$ cat config.mk
export PLATFORM = sky130hd
export DESIGN_NAME = psx_poll_scheduler
export DESIGN_NICKNAME = d
export VERILOG_FILES = /design/src/rtl/psx_poll_scheduler.sv
export SDC_FILE = /design/constraint.sdc
export NUM_CORES = 1
export LEC_CHECK = 0
export BUFFER_PORTS_ARGS = -buffer_cell sky130_fd_sc_hd__buf_2
export CELL_PAD_IN_SITES_DETAIL_PLACEMENT = 0
export CELL_PAD_IN_SITES_GLOBAL_PLACEMENT = 1
export CORE_MARGIN = 5
export CORE_UTILIZATION = 47
export DETAILED_ROUTE_END_ITERATION = 16
export PLACE_DENSITY = 0.78
export SETUP_SLACK_MARGIN = 0.1
export SLEW_MARGIN = 20
export SYNTH_ARGS = -nofsm -noshare
export SYNTH_HDL_FRONTEND = slang
export SYNTH_SLANG_ARGS = --single-unit
$ cat constraint.sdc
create_clock -name clk -period 2.9 [get_ports clk]
set_input_delay 0.435 -clock clk [delete_from_list [all_inputs] [get_ports clk]]
set_output_delay 0.435 -clock clk [all_outputs]
set_load 0.03 [all_outputs]
$ cat src/rtl/psx_poll_scheduler.sv
// psx_poll_scheduler: periodically polls a PSX / Dual Shock pad through a
// byte-level transfer engine, validates the reply framing and publishes the
// latest button / analog state together with a presence flag.
//
// Engine handshake: a byte is issued by a one-cycle xfer_go pulse, only in a
// cycle where xfer_busy is low; xfer_cmd is loaded in that same cycle and held
// until the engine answers with a one-cycle xfer_done, at which point
// xfer_reply / xfer_acked are valid. A byte that becomes pending while the
// engine is busy is held and fires in the first cycle xfer_busy is low.
module psx_poll_scheduler #(
  parameter int CLOCK_MHZ      = 25,
  parameter int POLL_PERIOD_US = 16000,
  parameter int SEL_SETUP_US   = 20,
  parameter int ACK_TIMEOUT_US = 100
) (
  input  logic        clk,
  input  logic        reset,
  input  logic        poll_enable,
  output logic        xfer_sel,
  output logic [7:0]  xfer_cmd,
  output logic        xfer_go,
  input  logic        xfer_busy,
  input  logic        xfer_done,
  input  logic [7:0]  xfer_reply,
  input  logic        xfer_acked,
  output logic        pad_present,
  output logic [3:0]  pad_mode,
  output logic [15:0] pad_buttons,
  output logic [31:0] pad_analog,
  output logic        pad_update,
  output logic [2:0]  dbg_state
);

  localparam int PERIOD_CYC = POLL_PERIOD_US * CLOCK_MHZ;
  localparam int SETUP_CYC  = SEL_SETUP_US * CLOCK_MHZ;
  localparam int TMO_CYC    = ACK_TIMEOUT_US * CLOCK_MHZ;
  localparam int IW = $clog2(PERIOD_CYC + 1);
  localparam int SW = $clog2(SETUP_CYC + 1);
  localparam int TW = $clog2(TMO_CYC + 1);

  localparam logic [IW-1:0] IVL_LAST   = IW'(PERIOD_CYC - 1);
  localparam logic [SW-1:0] SETUP_LAST = SW'(SETUP_CYC - 1);
  localparam logic [TW-1:0] TMO_LIMIT  = TW'(TMO_CYC);

  typedef enum logic [2:0] {
    S_IDLE  = 3'd0,
    S_SETUP = 3'd1,
    S_ADDR  = 3'd2,
    S_CMD   = 3'd3,
    S_PAD   = 3'd4,
    S_DATA  = 3'd5,
    S_DONE  = 3'd6
  } state_t;

  state_t          state;
  logic [IW-1:0]   ivl_cnt;
  logic [SW-1:0]   setup_cnt;
  logic [TW-1:0]   tmo_cnt;
  logic            inflight;    // a byte has been issued and awaits xfer_done
  logic            pend;        // a byte is due but the engine was busy
  logic [7:0]      pend_byte;
  logic [3:0]      mode_q;
  logic [1:0]      len_q;
  logic [2:0]      byte_cnt;    // payload bytes still to receive
  logic [7:0]      shadow [6];  // partial packet, published only on success

  // Decode of the current cycle
  logic            got;
  logic            tmo_hit;
  logic            req;
  logic [7:0]      req_byte;
  logic            abort;
  logic            finish;
  logic [3:0]      hdr_len;
  logic [2:0]      len2;
  logic [2:0]      cnt_dec;
  logic [2:0]      data_idx;
  logic [7:0]      shadow_next [6];
  logic [7:0]      done_bytes  [6];
  logic [15:0]     done_buttons;
  logic [31:0]     done_analog;

  assign dbg_state = state;

  // Per-state reply checks and the decision to issue the next byte, finish or abort
  always_comb begin
    got      = inflight && xfer_done;
    tmo_hit  = inflight && !xfer_done && (tmo_cnt == TMO_LIMIT);
    hdr_len  = xfer_reply[3:0];
    len2     = {len_q, 1'b0};
    cnt_dec  = byte_cnt - 3'd1;
    data_idx = len2 - byte_cnt;
    req      = 1'b0;
    req_byte = 8'h00;
    abort    = 1'b0;
    finish   = 1'b0;
    case (state)
      S_SETUP: begin
        if (setup_cnt == SETUP_LAST) begin
          req      = 1'b1;
          req_byte = 8'h01;
        end
      end
      S_ADDR: begin
        if (got) begin
          if (xfer_acked) begin
            req      = 1'b1;
            req_byte = 8'h42;
          end else begin
            abort = 1'b1;
          end
        end
      end
      S_CMD: begin
        if (got) begin
          if (xfer_acked && (hdr_len != 4'd0) && (hdr_len <= 4'd3)) req = 1'b1;
          else abort = 1'b1;
        end
      end
      S_PAD: begin
        if (got) begin
          if (xfer_acked && (xfer_reply == 8'h5A)) req = 1'b1;
          else abort = 1'b1;
        end
      end
      S_DATA: begin
        // The last payload byte carries no ACK from the pad, so it is not checked
        if (got) begin
          if (cnt_dec == 3'd0) finish = 1'b1;
          else if (xfer_acked) req = 1'b1;
          else abort = 1'b1;
        end
      end
      default: ;
    endcase
    if (tmo_hit) abort = 1'b1;
  end

  // Shadow buffer update and the values published on a good packet
  always_comb begin
    for (int i = 0; i < 6; i++) begin
      shadow_next[i] = shadow[i];
      if ((state == S_DATA) && got && (data_idx == 3'(i))) shadow_next[i] = xfer_reply;
    end
    for (int i = 0; i < 6; i++) begin
      if (3'(i) < len2) done_bytes[i] = shadow_next[i];
      else if (i < 2) done_bytes[i] = 8'hFF;
      else done_bytes[i] = 8'h80;
    end
    done_buttons = {done_bytes[1], done_bytes[0]};
    done_analog  = {done_bytes[5], done_bytes[4], done_bytes[3], done_bytes[2]};
  end

  // Poll sequencer: state, counters, byte issue and published pad state
  always_ff @(posedge clk or negedge reset) begin
    if (!reset) begin
      state       <= S_IDLE;
      ivl_cnt     <= '0;
      setup_cnt   <= '0;
      tmo_cnt     <= '0;
      inflight    <= 1'b0;
      pend        <= 1'b0;
      pend_byte   <= 8'h00;
      mode_q      <= 4'h0;
      len_q       <= 2'd0;
      byte_cnt    <= 3'd0;
      for (int i = 0; i < 6; i++) shadow[i] <= 8'h00;
      xfer_sel    <= 1'b0;
      xfer_cmd    <= 8'h00;
      xfer_go     <= 1'b0;
      pad_present <= 1'b0;
      pad_mode    <= 4'h0;
      pad_buttons <= 16'hFFFF;
      pad_analog  <= 32'h80808080;
      pad_update  <= 1'b0;
    end else begin
      xfer_go    <= 1'b0;
      pad_update <= 1'b0;
      for (int i = 0; i < 6; i++) shadow[i] <= shadow_next[i];

      if (got) inflight <= 1'b0;
      if (inflight) tmo_cnt <= tmo_cnt + 1'b1;

      // Issue a due byte now, or hold it until the engine is free
      if (req || pend) begin
        if (!xfer_busy) begin
          xfer_go  <= 1'b1;
          xfer_cmd <= req ? req_byte : pend_byte;
          inflight <= 1'b1;
          tmo_cnt  <= '0;
          pend     <= 1'b0;
        end else begin
          pend <= 1'b1;
          if (req) pend_byte <= req_byte;
        end
      end

      case (state)
        S_IDLE: begin
          if (ivl_cnt != IVL_LAST) begin
            ivl_cnt <= ivl_cnt + 1'b1;
          end else if (poll_enable && !xfer_busy) begin
            xfer_sel  <= 1'b1;
            setup_cnt <= '0;
            state     <= S_SETUP;
          end
        end
        S_SETUP: begin
          setup_cnt <= setup_cnt + 1'b1;
          if (req) state <= S_ADDR;
        end
        S_ADDR: begin
          if (req) state <= S_CMD;
        end
        S_CMD: begin
          if (req) begin
            mode_q <= xfer_reply[7:4];
            len_q  <= xfer_reply[1:0];
            state  <= S_PAD;
          end
        end
        S_PAD: begin
          if (req) begin
            byte_cnt <= len2;
            state    <= S_DATA;
          end
        end
        S_DATA: begin
          if (got) byte_cnt <= cnt_dec;
          if (finish) begin
            xfer_sel    <= 1'b0;
            pad_present <= 1'b1;
            pad_mode    <= mode_q;
            pad_buttons <= done_buttons;
            pad_analog  <= done_analog;
            pad_update  <= 1'b1;
            ivl_cnt     <= '0;
            state       <= S_DONE;
          end
        end
        S_DONE: begin
          state <= S_IDLE;
        end
        default: state <= S_IDLE;
      endcase

      // A failed poll drops the pad; only the first failure is announced
      if (abort) begin
        xfer_sel    <= 1'b0;
        xfer_go     <= 1'b0;
        inflight    <= 1'b0;
        pend        <= 1'b0;
        pad_present <= 1'b0;
        pad_mode    <= 4'h0;
        pad_buttons <= 16'hFFFF;
        pad_analog  <= 32'h80808080;
        pad_update  <= pad_present;
        ivl_cnt     <= '0;
        state       <= S_IDLE;
      end
    end
  end

endmodule

Word level (Yosys, flattened, before mapping)
Index checks and enable logic that the tools add are counted.

cells by class
  bitwise operators = 1
  $add $sub $neg = 5
  multiplexer cells = 92
  equal/unequal tests = 26
  reductions and logical operators = 36
  order comparisons = 7

operator list
  kind                   count
  $mux 8                 13
  $mux 32                3
  $mux 19                3
  $mux 16                3
  $mux 1                 42
  $pmux 19 s2            1
  $mux 12                3
  $mux 3                 10
  $ne 3x3->1 const B     8
  $add 19x1->19 const B  1
  $ne 19x19->1 const B   1
  $mux 9                 2
  $pmux 3 s6             1
  $pmux 9 s2             1
  $logic_and 1x1->1      14
  $mux 7                 2
  $pmux 7 s2             1
  $add 12x1->12 const B  1
  $eq 12x12->1 const B   1
  $eq 3x2->1 const B     4
  $eq 3x3->1 const B     4
  $mux 4                 3
  $reduce_bool 2->1      5
  $add 9x1->9 const B    1
  other kinds (24)       39

storage, ports and cells
  logic and storage cells = 191
  output and inout bits = 67
  register bits = 174
  input bits = 14

Depth between registers and ports, before layout
  depth after elaboration = 9
  mapped depth = 12
  mapped depth without buffers = 9

Worst setup path before layout
No wires, ideal clock.

  path type = flip-flop to flip-flop
  start point = register byte_cnt[0]
  end point = register tmo_cnt[10]
  setup slack = 0.374 ns
  buffers on the path = 4
  arrival = 2.455 ns
  clock period less this slack = 2.526 ns
  stages on the path, launching flop included = 13
  required time = 2.829 ns
  setup time = 0.071 ns
  cell sequence = dfrtp_1 > clkbuf_1 > inv_1 > ha_1 > xnor2_1 > a21oi_1 > o21bai_1 > or4b_1 > buf_2 > o21ba_2 > buf_2 > buf_4 > nor2_1

on the way
  word-level cells in the longest chain between the ends = 7

RTL lines
  what                    line  text
  start, declared         64    logic [2:0] byte_cnt;
  start signal, assigned  224   byte_cnt <= len2;
  start signal, assigned  229   if (got) byte_cnt <= cnt_dec;
  $sub 3x1->3             91    cnt_dec = byte_cnt - 3'd1;
  $logic_not 3->1         129   if (cnt_dec == 3'd0) finish = 1'b1;
  $mux 1                  129
  $mux 1                  128   if (got) begin
  $pmux 1 s5              97    case (state)
  $logic_or 1x1->1        185   if (req || pend) begin
  $mux 12                 185
  end signal, assigned    182   if (inflight) tmo_cnt <= tmo_cnt + 1'b1;
  end, declared           58    logic [TW-1:0] tmo_cnt;

Every way passes these cells.
A chain may end at the register's enable or synchronous reset.

Final worst setup path
  start point = register byte_cnt[0]
  end point = register xfer_cmd[6]

on the way
  word-level cells in the longest chain between the ends = 7
  elaborated cells between the ends (all ways) = 8
  those cells by class = add/sub: 1; mux: 4; reduce/logical: 3

RTL lines
  what                        line  text
  $sub 3x1->3 *               91
  $logic_not 3->1 *           129
  $mux 1 *                    129
  $mux 1 *                    128
  $pmux 1 s5 *                97
  $logic_or 1x1->1            185
  $reduce_and 2->1 (no line)  --
  end signal, assigned        188   xfer_cmd <= req ? req_byte : pend_byte;
  end, declared               20    output logic [7:0] xfer_cmd,

Every way passes the cells marked *; elsewhere a longest branch is shown, timed or not.

==> impl_metrics.toml <==
[clock_network]
clkSinkCount = 174
clock_path_buffers = 2
root_buffer = "clkbuf_16"
cts_buffers = 17
cts_tree = "yes"
clkTransAtPathRegs_ns = 0.06
cts_setup_buffers = 0
htree_levels = 4
clock_latency_ns = 0.43

[worst_setup_path]
cp_max_fo = 16
cp-end-kind = "flip-flop"
cp-start-kind = "flip-flop"
arrival_ns = 2.87
worstSetupPathType = "reg -> reg"
cp.required_ns = 3.20

[timing]
fin_crit_ns = 2.57
finalMaxSlewViolations = 0
rsz0062_at_grt = "false"
setup_viol = 0
holdWs_ns = 0.0205
tightestPinTransition_ns = 0.762
slew_headroom = 0.491
fmax_ghz = 0.389
finalCritPeriodShare = 0.887
finalHoldViolCount = 0
tns_ns = 0
finalClockSkew_ns = 0.00986

[logic_synthesis]
synth_cell_types = 57
ys_top_cells_by_area = "dfrtp_1, dfstp_2, mux2_2"
ys_async_sr_fraction = 1.00
yosysTopAreaCell = "dfrtp_1"
synth_edf_count = 0
synth_top_area_share = 0.508
synth_ff_type = "dfrtp_1"
synth_most_common_cell = "dfrtp_1"
netlist_area_um2 = 7590
synth_fp_nets = 645
synth_common_cells = "dfrtp_1, nor2_1, mux2_2, nand2_1, xor2_1"
synth-seq-area-share = 0.577
syn_avg_cell_area_um2 = 12.2
synth_seq_cells = 174
netlist_instances = 624
ys_warn_count = 0

[place]
dpl-instance-area_um2 = 8410
dpl.hpwl_mm = 12.2
gp_congestion = 0.818
port_buffers = 80

[layout]
final_area_um2 = 9000
regArea_um2 = 4380
multi_input_area_um2 = 3050
drive_above_1_share = 0.325
syn_to_final_growth_pct = 18.5
diodes = 0
fin_nets = 747
fillers = 1371

[status]
status = "finished clean"

[die]
row_count = 46
core_area_um2 = 15900
die_w_um = 137
die_h_um = 137
initial_core_util = 0.478
io_pins = 81
die_area_um2 = 18800

[global_routing]
grt_usage = 0.201
grt_pass1_wl_mm = 29.6
grt_overflow_total = 0
antenna_found_initial = 0
grt_pass1_vias = 5656
grt_max_degree = 71

[detailed_routing]
vias_per_cell = 5.65
first_iter_violations = 327
vias = 5391
ant_nets = 0
drc = 0
drt_pass1_iterations = 4
routedWlPerCell_um = 18.7
drt-total-wl_mm = 17.8

[pwr]
p_leak_nw = 4.27
peakVddDrop_mv = 0.424
fin_total_pwr_mw = 4.69
power_density_nw_per_um2 = 521

[worst_hold_path]
hold_class = "in -> async"

[flow_run]
drv_cap = 0
## final timing paths
| check | endpoint | cells after the start | slack (ns) | from |
|---|---|---|---|---|
| worst min-delay path | xfer_cmd[2] | 1 | 0.02 | reset |
| worst max register to register | xfer_cmd[6] | 9 | 0.33 | byte_cnt[0] |
| worst max-delay path | xfer_cmd[6] | 9 | 0.33 | byte_cnt[0] |
| worst min register to register | pend_byte[6] | 2 | 0.47 | pend_byte[6] |
| min in group clk | inflight | 3 | 0.35 | xfer_done |
| max in group asynchronous | pad_buttons[3] | 2 | 2.05 | reset |
## cells in the final DEF (no fill, tap or decap), types with 3 or more instances in the layout
cell type   count
nand3_1        14
ha_1            7
nor2_1         66
nand3b_1        3
nand2_1        38
nand4_1        12
o2111ai_1       4
a32o_1         14
o21ai_0        17
o32a_1         18
inv_1           9
dfrtp_1       154
o22a_1          4
dfstp_2        20
clkinv_4        3
nor3_1          9
clkbuf_8        4
clkinvlp_4      4
a21oi_1        17
xnor2_1        12
and3_1          7
o211ai_1        5
a22o_1         21
mux2i_1         3
clkbuf_16      17
nor4b_1         3
xor2_1         24
mux2_2         39
or3_1           3
nand2b_1        4
and2_1          5
mux2_4         16
nor4_1          5
a31oi_1         3
buf_2          79
buf_4          34
## registers in the layout, summed over array words and instances (netlist names), 2 cells and up
signal	flops
setup_cnt	9
pad_analog	32
tmo_cnt	12
pad_buttons	16
len_q	2
byte_cnt	3
ivl_cnt	19
shadow	48
mode_q	4
pend_byte	8
xfer_cmd	8
pad_mode	4
dbg_state	3
## timing repair
action | CTS | global route
hold buffers | 0 | 0
resized for setup | 0 | 5
hold endpoints to repair | 0 | 0
setup endpoints to repair | 0 | 22
## critical path, stage by stage (launching register included)
cell and delay (ns):
dfrtp_1 0.36, inv_1 0.09, ha_1 0.25, xnor2_1 0.22, buf_4 0.16, a21oi_1 0.07, o21bai_1 0.11, or4b_1 0.61
o21ba_2 0.38, o32a_1 0.20
## report_power, final
group	internal [mW]	switching, mW	leakage [nW]
sequential	2.43	0	2.24
clock	1.20	0.956	0.267
combinational	0.0259	0.0780	1.77
## metrics by stage
stage	util	setup WS, ns	instances
2_1_floorplan	-	0.374	624
3_3_place_gp	0.529	-0.133	923
3_5_place_dp	0.530	0.173	923
4_1_cts	0.565	0.123	955
5_1_grt	0.566	0.129	955
6_report	0.566	0.328	955
## area by class of cell
| cell class | instances | area share |
|---|---|---|
| inverter | 9 | 0.00376 |
| clock buffer | 22 | 0.0538 |
| tap | 216 | 0.0300 |
| clock inverter | 10 | 0.00904 |
| sequential | 174 | 0.487 |
| multi-input combinational | 408 | 0.339 |
| timing repair buffer | 116 | 0.0780 |
## routing by layer
layer	vias to the layer above	GRT usage	part of all wire
met5	-	0	0
met4	0	0.0593	0.014
met3	19	0.0460	0.047
met2	125	0.323	0.48
met1	2773	0.274	0.46
li1	2474	-	-
## cell families after synthesis
kind of cell | Yosys count | synth area share
and+or+nand+nor | 191 | 0.129
buffers and inverters | 42 | 0.0255
muxes | 58 | 0.0934
adders and majority gates | 7 | 0.0115
xor gates and xnor gates | 36 | 0.0415
AOI/OAI and AO/OA | 116 | 0.123
DFF | 174 | 0.577
Note: power is estimated with default switching activity, not from simulation.
